File: config.mk
export PLATFORM = sky130hd
export DESIGN_NAME = tx_frame_arbiter
export DESIGN_NICKNAME = d
export VERILOG_FILES = /design/src/rtl/tx_frame_arbiter.sv
export SDC_FILE = /design/constraint.sdc
export NUM_CORES = 1
export LEC_CHECK = 0
export ABC_AREA = 1
export BUFFER_PORTS_ARGS = -buffer_cell sky130_fd_sc_hd__buf_4
export CAP_MARGIN = 10
export CORE_AREA = 2 2 131 133
export CTS_BUF_LIST = sky130_fd_sc_hd__clkbuf_16
export CTS_CLUSTER_DIAMETER = 80
export DETAILED_ROUTE_END_ITERATION = 16
export DIE_AREA = 0 0 133 135
export GPL_TIMING_DRIVEN = 1
export HOLD_SLACK_MARGIN = 0.02
export PLACE_DENSITY_LB_ADDON = 0.12
export SLEW_MARGIN = 20
export SYNTH_ARGS = -nofsm -noshare
export SYNTH_HDL_FRONTEND = slang
export SYNTH_SLANG_ARGS = --single-unit
File: constraint.sdc
create_clock -name clk -period 3.9 [get_ports clk]
set_input_delay 0.195 -clock clk [delete_from_list [all_inputs] [get_ports clk]]
set_output_delay 0.195 -clock clk [all_outputs]
set_load 0.1 [all_outputs]
File: src/rtl/tx_frame_arbiter.sv
// Round-robin owner of one frame transmitter: grant -> one-cycle tx_start -> track tx_busy -> one-cycle ack.
// Requesters hold req until ack; TX_ARB_TIMEOUT_EN adds a tx_busy-rise timeout that completes with err.
module tx_frame_arbiter #(
  parameter int NUM_REQ       = 4,
  parameter int DATA_W        = 64,
  parameter int START_TIMEOUT = 1024
) (
  input  logic                      clk,
  input  logic                      rst,
  input  logic [NUM_REQ-1:0]        req,
  input  logic [NUM_REQ*DATA_W-1:0] req_data,
  output logic [NUM_REQ-1:0]        ack,
  output logic                      err,
  output logic [2:0]                grant_id,
  output logic                      active,
  output logic [DATA_W-1:0]         tx_data,
  output logic                      tx_start,
  input  logic                      tx_busy
);

  localparam logic [2:0] S_IDLE      = 3'd0;
  localparam logic [2:0] S_START     = 3'd1;
  localparam logic [2:0] S_WAIT_BUSY = 3'd2;
  localparam logic [2:0] S_WAIT_DONE = 3'd3;
  localparam logic [2:0] S_ACK       = 3'd4;

  localparam logic [3:0] NUM_REQ_W4 = 4'(NUM_REQ);
  localparam logic [2:0] LAST_RST   = 3'(NUM_REQ - 1);

  if (NUM_REQ < 2 || NUM_REQ > 8 || START_TIMEOUT < 1) begin : g_param_check
    $error("tx_frame_arbiter: parameter out of range");
  end

  logic [2:0]          state_q, state_d;
  logic [2:0]          last_q, last_d;
  logic [2:0]          grant_id_q, grant_id_d;
  logic [NUM_REQ-1:0]  ack_q, ack_d;
  logic                active_q, active_d;
  logic                tx_start_q, tx_start_d;
  logic [DATA_W-1:0]   tx_data_q, tx_data_d;
  logic [3:0]          cand;
  logic [2:0]          winner;
  logic                any_req;
  logic                timeout_hit;

  // Walk from farthest to nearest so the requester closest after last_q wins.
  always_comb begin
    winner  = last_q;
    any_req = 1'b0;
    cand    = 4'd0;
    for (int off = NUM_REQ; off >= 1; off--) begin
      cand = {1'b0, last_q} + 4'(off);
      if (cand >= NUM_REQ_W4) begin
        cand = cand - NUM_REQ_W4;
      end
      for (int i = 0; i < NUM_REQ; i++) begin
        if (cand == 4'(i) && req[i]) begin
          winner  = 3'(i);
          any_req = 1'b1;
        end
      end
    end
  end

  always_comb begin
    state_d    = state_q;
    last_d     = last_q;
    grant_id_d = grant_id_q;
    tx_data_d  = tx_data_q;
    case (state_q)
      S_IDLE: begin
        if (any_req) begin
          state_d    = S_START;
          last_d     = winner;
          grant_id_d = winner;
          for (int i = 0; i < NUM_REQ; i++) begin
            if (winner == 3'(i)) begin
              tx_data_d = req_data[i*DATA_W +: DATA_W];
            end
          end
        end
      end
      S_START:     state_d = S_WAIT_BUSY;
      S_WAIT_BUSY: begin
        if (tx_busy) begin
          state_d = S_WAIT_DONE;
        end else if (timeout_hit) begin
          state_d = S_ACK;
        end
      end
      S_WAIT_DONE: begin
        if (!tx_busy) begin
          state_d = S_ACK;
        end
      end
      S_ACK:       state_d = S_IDLE;
      default:     state_d = S_IDLE;
    endcase

    // Outputs are registered copies of what the next state implies.
    tx_start_d = (state_d == S_START);
    active_d   = (state_d != S_IDLE);
    for (int i = 0; i < NUM_REQ; i++) begin
      ack_d[i] = (state_d == S_ACK) && (grant_id_d == 3'(i));
    end
  end

  always_ff @(posedge clk) begin
    if (rst) begin
      state_q    <= S_IDLE;
      last_q     <= LAST_RST;
      grant_id_q <= 3'd0;
      ack_q      <= '0;
      active_q   <= 1'b0;
      tx_start_q <= 1'b0;
      tx_data_q  <= '0;
    end else begin
      state_q    <= state_d;
      last_q     <= last_d;
      grant_id_q <= grant_id_d;
      ack_q      <= ack_d;
      active_q   <= active_d;
      tx_start_q <= tx_start_d;
      tx_data_q  <= tx_data_d;
    end
  end

`ifdef TX_ARB_TIMEOUT_EN
  localparam int               CNT_W   = $clog2(START_TIMEOUT + 1);
  localparam logic [CNT_W-1:0] CNT_MAX = CNT_W'(START_TIMEOUT);

  logic [CNT_W-1:0] cnt_q, cnt_d;
  logic             err_flag_q, err_flag_d;
  logic             err_q, err_d;

  // Cleared while in START so it reads zero on the first WAIT_BUSY cycle; saturates at CNT_MAX.
  always_comb begin
    cnt_d = cnt_q;
    if (state_q == S_START) begin
      cnt_d = '0;
    end else if (state_q == S_WAIT_BUSY && !tx_busy && cnt_q != CNT_MAX) begin
      cnt_d = cnt_q + 1'b1;
    end
  end

  assign timeout_hit = (state_q == S_WAIT_BUSY) && !tx_busy && (cnt_d == CNT_MAX);

  always_comb begin
    err_flag_d = err_flag_q;
    if (state_q == S_ACK) begin
      err_flag_d = 1'b0;
    end else if (timeout_hit) begin
      err_flag_d = 1'b1;
    end
    err_d = (state_d == S_ACK) && err_flag_d;
  end

  always_ff @(posedge clk) begin
    if (rst) begin
      cnt_q      <= '0;
      err_flag_q <= 1'b0;
      err_q      <= 1'b0;
    end else begin
      cnt_q      <= cnt_d;
      err_flag_q <= err_flag_d;
      err_q      <= err_d;
    end
  end

  assign err = err_q;
`else
  assign timeout_hit = 1'b0;
  assign err         = 1'b0;
`endif

  assign ack      = ack_q;
  assign grant_id = grant_id_q;
  assign active   = active_q;
  assign tx_data  = tx_data_q;
  assign tx_start = tx_start_q;

endmodule

==> metrics.yaml <==
vias: 7327
stdcell_area_um2: 8790
grt-ovfl-total: 0
dp_cells: 1552
fmax_mhz: 295
start_util_pct: 36.3
power_density_nw_per_um2: 1030
setup_viol: 0
synth_top_flop_cell: "dfxtp_1"
cts.sinks: 79
crit_arrival_ns: 3.68
cts.repair.resized: 0
finish.utilization_pct: 53.6
dr.pass1.iters: 5
hold-path-endpoint: "state_q[0]"
pin_count: 337
io_buffers: 335
cts_hold_buf: 0
root_buffer: "clkbuf_16"
die_h_um: 135
cts_setup_buffers: 0
critPathLaunchType: "flop"
final_cells: 1568
r2r_end: "tx_data[60]"
synth_area_um2: 5950
yosysMostFrequentCell: "nand2_1"
antenna_left: 0
wl_per_cell_um: 14.8
antenna_found_initial: 0
rrSetupSlack_ns: 0.51
antenna_cells: 0
yosys_register_bits: 79
detailedRoute.firstIterationViolations: 369
syn_to_final_growth_pct: 47.7
maxCapViolations: 0
finalMaxSlewViolations: 0
yosys-top-cells-count: "nand2_1, inv_1, nand3_1"
async_flop_share_pct: 0
num_rows: 47
ff2ff_path_depth: 20
die-area_um2: 18000
syn_avg_cell_area_um2: 5.70
critPathCaptureType: "flop"
drc: 0
clk_path_buf_depth: 2
cts_buffers: 9
synth.top_cell.area_share_pct: 26.6
layout.nets: 1610
worst-setup-path-type: "reg2reg"
wl_um: 23300
grt_pass1_vias: 6620
core_area_um2: 16400
grt_max_degree: 65
layout-drive-gt1-share_pct: 29.6
finalSetupTns_ns: 0
yosysSeqAreaShare_pct: 26.6
clk_pin_slew_ns: 0.06
tritoncts: "yes"
grt_use_total_pct: 25.1
cp.required_ns: 4.19
hp-class: "in2reg"
p_leak_nw: 5.45
tightest_slew_ns: 0.799
h-tree-depth: 3
status: "finished clean"
whs_ns: 0.129
synth_area_leaders: "dfxtp_1, nand2_1, inv_1"
gp_congestion: 0.847
path_max_fanout: 29
slew_headroom_pct: 46.7
hpwl_um: 16900
fin_crit_sh_pct: 86.9
finalClockSkew_ns: 0.0107
via_per_inst: 4.67
ir_drop_mv: 1.22
hold_viol: 0
rsz0062_at_grt: "no"
period_needed_ns: 3.39
regToRegStartpoint: "last_q[2]"
holdPathStages: 3
min-delay-start: "tx_busy"
grt_pass1_wl_um: 35600
synth_cells: 1045
placed_cell_area_um2: 8490
yosys.area.top_type: "dfxtp_1"
synth.distinct_cells: 36
ys_warn_count: 0
die_w_um: 133
clk_latency_ns: 0.35
syn_nets: 1312
synth_edf_count: 0
-- stage by stage --
stage	worst slack, ns	total power, mW
after global routing	0.151	9.83
after detailed placement	0.507	8.22
after global placement	0.591	8.18
after CTS	0.473	9.15
after floorplan	1.23	6.82
final	0.510	9.08
-- critical path: stages, from the launching register on --
cell and delay [ns]:
dfxtp_1 0.51, clkinv_1 0.21, ha_1 0.34, inv_1 0.07, ha_1 0.20, nand2_1 0.06, nand2_1 0.07, o31ai_2 0.28
nand2_1 0.09, nand2_1 0.08, inv_2 0.04, nand2_2 0.09, nand2_2 0.08, nor2_4 0.28, nand2_4 0.31, buf_4 0.30
nand2_1 0.07, nand3_1 0.06, nand2_1 0.08, nand2_1 0.05, nand2_1 0.05
-- power by group --
part	total, mW	switching [mW]	internal, mW
Sequential	1.24	0.150	1.09
Clock	0.915	0.363	0.553
Combinational	6.92	5.05	1.87
Total	9.08	5.57	3.51
-- area by class of cell --
class                   instances  area, um2
multi-input cells             687       3180
fillers                      1733       7610
clock inverters                 7       81.3
flip-flops and latches         79       1580
clock buffers                   9        225
well taps                     220        275
inverters                     217        815
repair buffers                349       2630
-- how the worst max path moves through the flow --
stage	cells past startpoint	start	to	slack [ns]
finish	20	last_q[2]	tx_data[60]	0.51
global route	20	last_q[2]	tx_data[0]	0.15
CTS	20	last_q[2]	tx_data[42]	0.47
detailed placement	20	last_q[2]	tx_data[58]	0.51
global placement	18	last_q[2]	tx_data[42]	0.59
floorplan	18	last_q[2]	tx_data[2]	1.23
-- cell usage in the layout, fill, tap and decap left out, drive strengths merged --
master    n
nand2   370
buf     349
inv     219
nand3   137
o21ai   130
dfxtp    79
nor2     21
clkbuf    9
nor3      6
a21oi     6
ha        4
nand4     3
o31ai     3
clkinv    3
o211ai    2
bufinv    2
nand3b    2
and3      1
nor3b     1
conb      1
-- logic make-up after synthesis --
family                   after synthesis  synth area share [%]
AO/OA/AOI/OAI                        141                  12.6
adder cells (fa/ha/maj)                4                 0.841
buffers and inverters                279                  20.1
flip-flops                            79                  26.6
other                                  1                0.0630
AND/OR/NAND/NOR                      541                  39.8
-- sequential cells by signal (all words and copies together), names as in the netlist --
name      count
tx_data      64
ack           4
grant_id      3
last_q        3
state_q       3
active        1
tx_start      1
-- metal layers --
layer | global-route usage, % | wire length, um | up-vias
li1 | - | - | 3790
met1 | 31.3 | 9720 | 3239
met2 | 43.6 | 11400 | 273
met3 | 5.56 | 1810 | 25
met4 | 6.75 | 339 | 0
met5 | 0 | 0 | -
Power figures use the tool's default switching activity.
